## config.mk

```make
export PLATFORM = sky130hd
export DESIGN_NAME = rom_8b
export DESIGN_NICKNAME = d
export VERILOG_FILES = /design/src/rtl/rom_8b_pkg.sv /design/src/rtl/rom_8b_table.sv /design/src/rtl/rom_8b.sv
export SDC_FILE = /design/constraint.sdc
export NUM_CORES = 1
export LEC_CHECK = 0
export BUFFER_PORTS_ARGS = -buffer_cell sky130_fd_sc_hd__buf_2
export CAP_MARGIN = 40
export CELL_PAD_IN_SITES_DETAIL_PLACEMENT = 1
export CELL_PAD_IN_SITES_GLOBAL_PLACEMENT = 1
export CORE_AREA = 5 5 42 44
export CTS_BUF_LIST = sky130_fd_sc_hd__clkbuf_8
export DETAILED_ROUTE_END_ITERATION = 10
export DIE_AREA = 0 0 47 49
export PLACE_DENSITY_LB_ADDON = 0.05
export RECOVER_POWER = 100
export REMOVE_ABC_BUFFERS = 1
export SLEW_MARGIN = 20
export SYNTH_ARGS = -nofsm -noshare
export SYNTH_HDL_FRONTEND = slang
export SYNTH_SLANG_ARGS = --single-unit
```

## constraint.sdc

```tcl
create_clock -name clk -period 0.9 [get_ports clk]
set_input_delay 0.135 -clock clk [delete_from_list [all_inputs] [get_ports clk]]
set_output_delay 0.135 -clock clk [all_outputs]
set_load 0.05 [all_outputs]
```

## src/rtl/rom_8b_pkg.sv

```systemverilog
// Shared constants and the fixed content rule for the rom_8b read-only memory.
// Optional parity output is enabled by defining ROM_8B_PARITY_EN.
package rom_8b_pkg;

  localparam int ROM_8B_WIDTH = 8;
  localparam int ROM_8B_DEPTH = 8;

  // Word n is (n+1) * 8'h11 kept to 8 bits; callers resize it to their data width.
  function automatic logic [7:0] init_word(input int n);
    int v;
    v = (n + 1) * 17;
    return 8'(v);
  endfunction

endpackage

```

## src/rtl/rom_8b_table.sv

```systemverilog
// Purely combinational address-to-word lookup for rom_8b.
// Addresses at or beyond DEPTH read as all zeros.
module rom_8b_table
  import rom_8b_pkg::*;
#(
  parameter int WIDTH      = ROM_8B_WIDTH,
  parameter int DEPTH      = ROM_8B_DEPTH,
  parameter int ADDR_WIDTH = $clog2(DEPTH)
) (
  input  logic [ADDR_WIDTH-1:0] address,
  output logic [WIDTH-1:0]      word
);

  always_comb begin
    word = '0;
    if (int'(address) < DEPTH) begin
      word = WIDTH'(init_word(int'(address)));
    end
  end

endmodule

```

## src/rtl/rom_8b.sv

```systemverilog
// Registered read port for a small fixed-content ROM with a one-cycle read latency.
// Define ROM_8B_PARITY_EN to add a registered even-parity output alongside data_out.
module rom_8b
  import rom_8b_pkg::*;
#(
  parameter int WIDTH      = ROM_8B_WIDTH,
  parameter int DEPTH      = ROM_8B_DEPTH,
  parameter int ADDR_WIDTH = $clog2(DEPTH)
) (
  input  logic                  clk,
  input  logic                  reset,
  input  logic                  chip_sel,
  input  logic                  read_ena,
  input  logic [ADDR_WIDTH-1:0] address,
  output logic [WIDTH-1:0]      data_out,
  output logic                  rd_valid
`ifdef ROM_8B_PARITY_EN
  ,
  output logic                  data_parity
`endif
);

  // Read handshake: a read is taken on any rising edge where reset is low and
  // chip_sel and read_ena are both high; rd_valid is high for exactly the next
  // cycle and marks data_out as freshly loaded. There is no back-pressure.
  logic             read_accept;
  logic [WIDTH-1:0] table_word;

  assign read_accept = chip_sel && read_ena;

  rom_8b_table #(
    .WIDTH      (WIDTH),
    .DEPTH      (DEPTH),
    .ADDR_WIDTH (ADDR_WIDTH)
  ) u_table (
    .address (address),
    .word    (table_word)
  );

  always_ff @(posedge clk) begin
    if (reset) begin
      data_out <= '0;
      rd_valid <= 1'b0;
    end else begin
      rd_valid <= read_accept;
      if (read_accept) begin
        data_out <= table_word;
      end
    end
  end

`ifdef ROM_8B_PARITY_EN
  // Parity tracks data_out register-for-register so the two never disagree.
  always_ff @(posedge clk) begin
    if (reset) begin
      data_parity <= 1'b0;
    end else if (read_accept) begin
      data_parity <= ^table_word;
    end
  end
`endif

endmodule

```

; Word-level counts from Yosys, hierarchy flattened
; Index checks and enable logic that the tools add are counted.
[totals]
regBits = 9
in_bits = 7
out_inout_bits = 9
[op_classes]
n_addsub = 1
mul = 1
n_reduce_logical = 1
[ops]
columns = cell, count
row1 = "32-bit by 6-bit multiplier with 8-bit output, second input constant", 1
row2 = "3-bit by 1-bit adder with 4-bit output, second input constant", 1
row3 = 1-bit logical AND, 1

; Logic depth before layout (Yosys ltp)
; Gate-level depths: netlist of the first run.
[logic_depth]
ltp_word = 2
depth_mapped = 3
depth_no_buf = 3

; Hierarchy
; A second synthesis of the first run with hierarchy kept.
[unflattened]
cells_unflattened = 48
hier_area_um2 = 457.9
[by_module_without_submodules]
columns = mod, instances, cells_each, area_each_um2
row1 = rom_8b, 1, 40, 396.6
row2 = rom_8b_table, 1, 8, 61.3

; Worst setup path after synthesis of the first run
; No wires, ideal clock.
[synth_path]
kind = register to register
from = register data_out[5] (netlist name)
to = register data_out[5]
arrival_ps = 1002
setup_slack_ps = -172
path_stages_with_launch = 3
n_path_buf = 0
cell_sequence = dfxtp_1 -> a21bo_2 -> a21oi_1
[synth_lines]
columns = item, line_no
row1 = "end signal, assigned", rom_8b.sv:47  ; data_out <= table_word;
row2 = "end, declared", rom_8b.sv:15  ; output logic [WIDTH-1:0] data_out,

==> results of run 1 <==
==> layout make-up <==
type                       instances  area [sq um]  share of cell area
timing repair buffer              16           134               0.324
multi-input combinational         14           109               0.264
sequential                         5           105               0.255
clock buffer                       3          41.3               0.100
tap                               16          20.0              0.0485
clock inverter                     1          3.75             0.00909
==> placed cells by master, fill, tap and decap left out <==
cell,Yosys,layout
clkbuf_1,0,1
inv_1,0,1
buf_4,4,2
nand2b_1,1,1
nand3_1,1,1
ha_1,1,1
mux2i_1,1,1
a21bo_2,1,1
buf_2,0,5
buf_6,0,8
nor2b_1,1,1
dfxtp_1,5,1
dfxtp_2,0,4
a211oi_1,0,1
a21oi_1,3,3
a211oi_2,2,1
clkbuf_8,0,3
xnor2_1,1,1
and2_0,0,1
nand4b_1,1,1
==> power breakdown <==
part           internal, uW  total (uW)  switching, uW
logic                  67.0         175            108
registers               236         247           10.5
clock network           293         413            120
==> worst paths after layout <==
kind,to,slack (ns),depth (start not counted)
setup / recovery,data_out[0],0.03,1
hold / removal,data_out[6],0.15,2
setup reg to reg,data_out[5],0.15,2
hold reg to reg,data_out[3],0.49,2
==> per-layer routing <==
metal,global-route usage,vias up,part of all wire
li1,-,109,-
met1,0.0725,97,0.43
met2,0.0837,11,0.47
met3,0.0701,0,0.11
met4,0.0276,0,0
met5,0,-,0
==> per-stage QoR <==
stage / area [sq um] / setup WS, ns / hold WS [ns] / cells
2_1_floorplan: 216 / -0.499 / 0.200 / 19
3_3_place_gp: 319 / 0.0346 / 0.397 / 51
3_5_place_dp: 319 / 0.0239 / 0.398 / 51
4_1_cts: 408 / -0.0518 / 0.155 / 55
5_1_grt: 413 / -0.00174 / 0.159 / 55
6_report: 413 / 0.0297 / 0.146 / 55
==> cell families after synthesis <==
family / after synthesis
AOI/OAI and AO/OA: 6
xor gates and xnor gates: 1
adders and majority gates: 1
buffers and inverters: 4
DFF: 5
muxes: 1
and+or+nand+nor: 5
==> state kept, by name (all words and copies together) (netlist names) <==
| name | cells |
|---|---|
| rd_valid | 1 |
| data_out | 4 |
==> impl_metrics.csv, run 1 <==
group,metric,value,unit
status,status,"complete, no violations",
sta,setup_viol,0,
detailed_routing,wirelength,623,um
critical_path,cp_data_required_time,0.76,ns
floorplanning,coreArea,1400,sq um
layout,fillCellCount,166,
synthesis,synthFlopType,"dfxtp_1",
detailed_routing,first_iter_violations,4,
sta,rsz0062_at_grt,"yes",
critical_path,crit_slowest_cell,"dfxtp_2",
cts,root_buffer,"clkbuf_8",
job,maxCapViolCount,0,
synthesis,yosysMostFrequentCell,"dfxtp_1",
floorplanning,die_h,49,um
sta,finalHoldViolations,0,
synthesis,synth_area,246,sq um
sta,worst_pin_slew,0.279,ns
cts,clock-sinks,5,
detailed_routing,wl_per_cell,11.3,um
placed_design,gp_congestion,0.689,
synthesis,synth-seq-area-share,0.406,
synthesis,synth_common_cells,"dfxtp_1 (5), buf_4 (4), a21oi_1 (3)",
synthesis,synth_fa_ha_area_frac,0.0508,
critical_path,crit_type,"reg -> out",
synthesis,synthMuxAreaShare,0.0406,
synthesis,ys_ff_latch,5,
sta,fin_skew,0,ns
floorplanning,die_area,2300,sq um
critical_path,worstSetupStartpoint,"data_out[4]",
sta,slew_viol_final,0,
grt,grt.overflow.total,0,
cts,cts_buffer_depth,2,
sta,max_freq,1.15,GHz
layout,area_delta_synth_final,67.5,%
hold_path,hold_path_class,"in -> reg",
floorplanning,io-pin-count,16,
synthesis,ys_top_cells_by_area,"dfxtp_1 (41%), buf_4 (12%), a211oi_2 (10%)",
grt,antenna_found_initial,0,
grt,grt_pass1_wl,1020,um
sta,relSlewSlack,0.814,
pwr,p_per_area,2020,nW/um^2
synthesis,synthCells,23,
hold_path,hp-start,"reset",
sta,fin_crit,0.870,ns
grt,grt_max_degree,7,
pwr,finalPower,834,uW
synthesis,synth_compound_area_frac,0.203,
placed_design,place_hpwl,478,um
synthesis,avgSynthCellArea,10.7,sq um
critical_path,critPathMaxStageDelay,0.35,ns
layout,layout-drive-gt1-share,0.615,
critical_path,critPathBufInv,1,
synthesis,ys_async_sr_fraction,0,
sta,fin_crit_sh,0.967,
grt,grt.total_usage,0.0669,
sta,final.setup.tns,0,ns
grt,grt_pass1_vias,249,
cts,cts_tree,"yes",
detailed_routing,ant_nets,0,
critical_path,cp.arrival,0.74,ns
synthesis,synth.distinct_cells,13,
synthesis,synth_edf_count,0,
cts,clock_latency,0.22,ns
detailed_routing,dr.pass1.iters,2,
synthesis,yosysTopAreaCell,"dfxtp_1",
critical_path,cp-start-kind,"flip-flop",
detailed_routing,dr_total_vias,217,
pwr,vdd_drop_max,0.777,mV
layout,n_antenna_cell,0,
floorplanning,initial_core_util,0.176,
synthesis,synth_top_area_frac,0.406,
placed_design,numPortBuffers,15,
floorplanning,fp.dieW,47,um
cts,cts_made_buffers,3,
layout,nets,48,
cts,h-tree-depth,1,
critical_path,crit_fanout,3,
synthesis,synth_xor_area_frac,0.0355,
critical_path,r2r_start,"data_out[5]",
detailed_routing,routed_via_density,3.95,
cts,cts.clk_slew.worst_paths,0.04,ns
pwr,p_leak,0.000181,uW
critical_path,critPathTopFamily,"flip-flops",
cts,cts_hold_buf,0,
synthesis,synth_top_family_by_area,"compound AO/OA/AOI/OAI gates",
synthesis,synth-simple-area-share,0.142,
cts,ctsResizeCount,16,
synthesis,synth_warnings,0,
layout,postLayoutCoreUtil,0.295,
detailed_routing,drc,0,
cts,postCtsSetupBuffers,0,
critical_path,crit_chain,"buf_6",
critical_path,worstSetupEndpointType,"output pin",
floorplanning,std_cell_rows,14,
(Power assumes the default switching activity.)
==> inputs of run 2 (changes only) <==
- SYNTH_HIERARCHICAL: not set -> 1
==> run 2 against run 1 <==
Net effect:
- clock-buffer cell count unchanged
- global-route usage increased by 3.6 points
- routed wire length increased by 64%
- clock power increased by 11%
- sequential power increased by 74%
- critical path type unchanged
- core utilization increased by 12 points
- combinational power increased by 9.7%
- power increased by 29%
- largest cell class is now multi-input gates
- design area increased by 42%
- via count increased by 67%
==> impl_metrics.csv, run 2 <==
group,metric,value,unit
status,status,"complete, no violations",
critical_path,cp_data_required_time,0.76,ns
layout,postLayoutCoreUtil,0.419,
detailed_routing,wl_met3,69,um
floorplanning,die_h,49,um
detailed_routing,dr.pass1.iters,2,
layout,largest_reg_flops,8,
floorplanning,std_cell_rows,14,
floorplanning,die_area,2300,sq um
synthesis,synth_area,458,sq um
sta,max_freq,1.15,GHz
critical_path,timing.rr.end,"data_out[5]",
synthesis,avgSynthCellArea,9.54,sq um
cts,root_buffer,"clkbuf_8",
sta,finalHoldViolations,0,
critical_path,cp-start-kind,"flip-flop",
detailed_routing,route.met2.wl,506,um
critical_path,cp.arrival,0.74,ns
layout,n_antenna_cell,0,
cts,h-tree-depth,1,
critical_path,crit_chain,"buf_6",
detailed_routing,routed_via_density,4.83,
critical_path,critPathTopFamily,"flip-flops",
sta,setup_viol,0,
synthesis,ys_ff_latch,9,
synthesis,synth-seq-area-share,0.393,
synthesis,synth_top_area_frac,0.393,
critical_path,reg2regPathDepth,2,
synthesis,yosysMostFrequentCell,"dfxtp_1",
cts,cts_made_buffers,3,
critical_path,crit_type,"reg -> out",
detailed_routing,dr_total_vias,362,
pwr,p_per_area,1840,nW/um^2
placed_design,place_hpwl,756,um
layout,nets,68,
floorplanning,initial_core_util,0.327,
placed_design,numPortBuffers,15,
synthesis,synthCells,48,
layout,largestRegisters,"data_out: 8 flops, rd_valid: 1 flops",
synthesis,ys_async_sr_fraction,0,
critical_path,crit_fanout,2,
grt,antenna_found_initial,0,
sta,fin_crit,0.871,ns
sta,final.setup.tns,0,ns
synthesis,yosysTopAreaCell,"dfxtp_1",
synthesis,synth_warnings,6,
synthesis,synth_common_cells,"dfxtp_1 (9), nand3_1 (8), a21bo_2 (7), a21oi_1 (7), buf_4 (5)",
critical_path,r2r_slack,0.14,ns
hold_path,holdPathEnd,"data_out[4]",
cts,clock_latency,0.23,ns
synthesis,ys_top_cells_by_area,"dfxtp_1 (39%), a21bo_2 (15%), nand3_1 (8.7%)",
cts,clock-sinks,9,
detailed_routing,ant_nets,0,
synthesis,synthFlopType,"dfxtp_1",
grt,grt_pass1_vias,379,
grt,grt.overflow.total,0,
detailed_routing,first_iter_violations,3,
floorplanning,fp.dieW,47,um
layout,area_delta_synth_final,28.1,%
sta,hold_ws,0.169,ns
detailed_routing,wirelength,1020,um
pwr,p_leak,0.000258,uW
layout,regMostFlops,"data_out",
cts,cts.clk_slew.worst_paths,0.05,ns
sta,fin_crit_sh,0.968,
cts,cts_buffer_depth,2,
synthesis,synth.distinct_cells,15,
grt,grt_max_degree,18,
critical_path,r2r_start,"data_out[5]",
cts,cts_tree,"yes",
sta,slew_viol_final,0,
synthesis,synth_edf_count,0,
detailed_routing,routedLengthMet1,424,um
hold_path,holdPathStages,2,
sta,relSlewSlack,0.802,
detailed_routing,drc,0,
sta,fin_skew,0,ns
hold_path,hold_path_class,"in -> reg",
job,maxCapViolCount,0,
critical_path,crit_slowest_cell,"dfxtp_1",
layout,layout-drive-gt1-share,0.508,
placed_design,gp_congestion,0.664,
critical_path,worstSetupEndpointType,"output pin",
critical_path,critPathMaxStageDelay,0.34,ns
grt,grt_pass1_wl,1640,um
sta,worst_pin_slew,0.298,ns
floorplanning,io-pin-count,16,
critical_path,critPathBufInv,1,
hold_path,hp-start,"reset",
cts,cts_hold_buf,0,
detailed_routing,wl_per_cell,13.6,um
layout,final_cell_mix,"nand3_1 (8), buf_6 (8), a21bo_2 (7), a21oi_1 (7)",
detailed_routing,routed.top_layer,"met4",
grt,grt.total_usage,0.103,
floorplanning,coreArea,1400,sq um
pwr,vdd_drop_max,0.840,mV
[run 2: cell count changes in the layout (fill, tap and decap cells not counted), moves of 4 or more]
cell,previous run,this run
dfxtp_1,1,5
nand3_1,1,8
a21oi_1,3,7
a21bo_2,1,7
[run 2: worst max path at each step]
stage / from / slack (ns) / to / depth (start not counted)
finish: data_out[0] / 0.03 / data_out[0] / 1
global route: data_out[5] / -0.001 / data_out[5] / 1
CTS: data_out[1] / 0.0007 / data_out[1] / 1
detailed placement: address[0] / -0.04 / data_out[2] / 5
global placement: address[0] / -0.01 / data_out[6] / 5
floorplan: data_out[0] / -0.15 / data_out[0] / 2
[run 2: cell families (layout without fill, tap and decap cells)]
family | count (synthesis) | count (layout) | share of synthesized area
DFF | 9 | 9 | 0.393
AOI/OAI and AO/OA | 16 | 16 | 0.270
and+or+nand+nor | 11 | 11 | 0.117
adders and majority gates | 1 | 1 | 0.0273
xor gates and xnor gates | 1 | 1 | 0.0191
buffers and inverters | 10 | 21 | 0.172
[run 2: power by group]
| group | switching, uW | internal [uW] | total [uW] |
|---|---|---|---|
| logic | 120 | 71.9 | 192 |
| registers | 10.2 | 419 | 429 |
| clock network | 162 | 297 | 459 |
[run 2: timing repair]
| action | CTS | global route |
|---|---|---|
| setup buffers | 0 | 0 |
| gates resized for setup | 11 | 10 |
| endpoints found under the setup margin | 9 | 8 |
[run 2: final cells by class]
type | instances | area, sq um
clock buffers | 3 | 41.3
flip-flops and latches | 9 | 185
fillers | 168 | 815
well taps | 16 | 20.0
inverters | 1 | 3.75
multi-input cells | 29 | 199
clock inverters | 1 | 3.75
repair buffers | 16 | 134
[run 2: per-stage QoR]
step	power (uW)	std cells	cell area, sq um	setup slack (ns)
global placement	598	71	485	-0.0110
floorplan	535	39	383	-0.153
detailed placement	606	71	485	-0.0389
CTS	1090	75	561	0.000691
finish	1080	75	587	0.0292
global route	1150	75	587	-0.00116
[run 2: metal layers]
metal / vias up / track usage
li1: 181 / -
met1: 168 / 0.106
met4: 0 / 0.0829
met5: - / 0
met2: 11 / 0.161
met3: 2 / 0.0332
==> inputs of run 3 (changes only) <==
- BUFFER_PORTS_ARGS: -buffer_cell sky130_fd_sc_hd__buf_2 -> -buffer_cell sky130_fd_sc_hd__buf_4
- RECOVER_POWER: 100 -> 25
==> run 3 against run 2 <==
Net effect:
- critical path depth did not move
- flip-flop and latch count did not move
- first-iteration DRC count rose by 67%
- die area did not move
- routed wire length fell by 1.8%
- largest power group unchanged
==> impl_metrics.csv, run 3 (synthesis gave the netlist of run 2 again) <==
group,metric,value,unit
detailed_routing,dr.pass1.iters,4,
sta,setup_viol,0,
floorplanning,coreArea,1400,sq um
layout,regMostFlops,"data_out",
hold_path,hold_path_class,"in -> reg",
floorplanning,initial_core_util,0.327,
cts,clock-sinks,9,
detailed_routing,routed_via_density,5.09,
detailed_routing,route.met2.wl,506,um
cts,postCtsSetupBuffers,0,
placed_design,place_hpwl,716,um
pwr,p_int,786,uW
pwr,p_sw,286,uW
cts,clock_latency,0.23,ns
grt,grt.overflow.total,0,
floorplanning,fp.dieW,47,um
critical_path,crit_fanout,2,
layout,n_antenna_cell,0,
sta,worst_pin_slew,0.329,ns
floorplanning,die_area,2300,sq um
sta,relSlewSlack,0.781,
hold_path,hp-start,"reset",
grt,grt_pass1_wl,1590,um
pwr,p_leak,0.000255,uW
cts,cts_made_buffers,3,
cts,h-tree-depth,1,
pwr,pwr-share-clk,0.424,
critical_path,critPathMaxStageDelay,0.34,ns
sta,max_freq,1.14,GHz
detailed_routing,routed.top_layer,"met4",
cts,cts_buffer_depth,2,
critical_path,cp.arrival,0.74,ns
cts,cts_tree,"yes",
sta,rsz0062_at_grt,"no",
critical_path,worstSetupStartpoint,"data_out[3]",
detailed_routing,wl_met3,73,um
grt,antenna_found_initial,0,
floorplanning,die_h,49,um
layout,nets,67,
grt,grt_max_degree,18,
critical_path,crit_chain,"buf_6",
layout,fillCellCount,169,
pwr,finalPower,1070,uW
critical_path,r2r_start,"data_out[3]",
critical_path,critPathBufInv,1,
grt,grt.total_usage,0.0979,
placed_design,numPortBuffers,15,
sta,hold_ws,0.126,ns
detailed_routing,drc,0,
pwr,p_sw_frac,0.266,
cts,cts_hold_buf,0,
job,maxCapViolCount,0,
pwr,vdd_drop_max,0.716,mV
detailed_routing,wl_per_cell,13.5,um
pwr,pwr-share-seq,0.399,
cts,ctsResizeCount,3,
pwr,p_per_area,1850,nW/um^2
layout,largest_reg_flops,8,
detailed_routing,wirelength,1000,um
sta,fin_crit_sh,0.973,
layout,layout_commonest_cell,"nand3_1",
sta,fin_skew,0,ns
detailed_routing,routedLengthMet1,406,um
detailed_routing,first_iter_violations,5,
placed_design,gp_congestion,0.683,
critical_path,cp_data_required_time,0.76,ns
grt,grt_pass1_vias,369,
pwr,share_comb_of_total_power,0.177,
floorplanning,io-pin-count,16,
floorplanning,std_cell_rows,14,
critical_path,crit_type,"reg -> out",
layout,area_delta_synth_final,26.5,%
detailed_routing,dr_total_vias,377,
sta,fin_crit,0.875,ns
layout,layout-drive-gt1-share,0.466,
layout,largestRegisters,"data_out: 8 flops, rd_valid: 1 flops",
critical_path,worstSetupEndpointType,"output pin",
layout,final_cell_mix,"nand3_1 (8), a21bo_2 (7), a21oi_1 (7), dfxtp_1 (7), buf_4 (7)",
cts,cts.clk_slew.worst_paths,0.04,ns
cts,root_buffer,"clkbuf_8",
critical_path,cp-start-kind,"flip-flop",
detailed_routing,ant_nets,0,
critical_path,critPathTopFamily,"flip-flops",
critical_path,crit_slowest_cell,"dfxtp_1",
layout,regArea,183,sq um
sta,slew_viol_final,0,
layout,postLayoutCoreUtil,0.413,
layout,multi_input_area,199,sq um
status,status,"complete, no violations",
sta,finalHoldViolations,0,
==> run 3: cell type report <==
cell class,instances,area share
clock buffers,3,0.0713
clock inverters,1,0.00648
inverters,1,0.00648
multi-input cells,29,0.343
flip-flops and latches,9,0.315
well taps,16,0.0346
repair buffers,15,0.222
==> run 3: path summary, 6_finish.rpt <==
check                endpoint  slack (ns)  cells after the start
setup / recovery  data_out[3]        0.02                      1
hold / removal    data_out[4]        0.13                      2
setup reg to reg  data_out[3]        0.12                      2
hold reg to reg   data_out[2]        0.57                      2
==> run 3: metal layers <==
layer	up-vias	GRT usage
met5	-	0
met2	11	0.149
met1	184	0.108
met4	0	0.0691
li1	180	-
met3	2	0.0332
==> run 3: through the flow <==
step	TNS [ns]	worst slack (ns)	instances	instance area, sq um
floorplan	-1.22	-0.153	39	383
global placement	-0.0187	-0.0125	70	515
detailed placement	-0.0460	-0.0255	70	515
CTS	0	0.00421	74	572
global route	0	0.00126	74	579
finish	0	0.0246	74	579
==> run 3: power groups by stage <==
stage               Combinational [uW]  Sequential (uW)  Clock, uW
floorplan                         44.0              491          0
global placement                   183              431          0
finish                             189              428        455
detailed placement                 188              432          0
CTS                                192              426        480
global route                       204              428        506
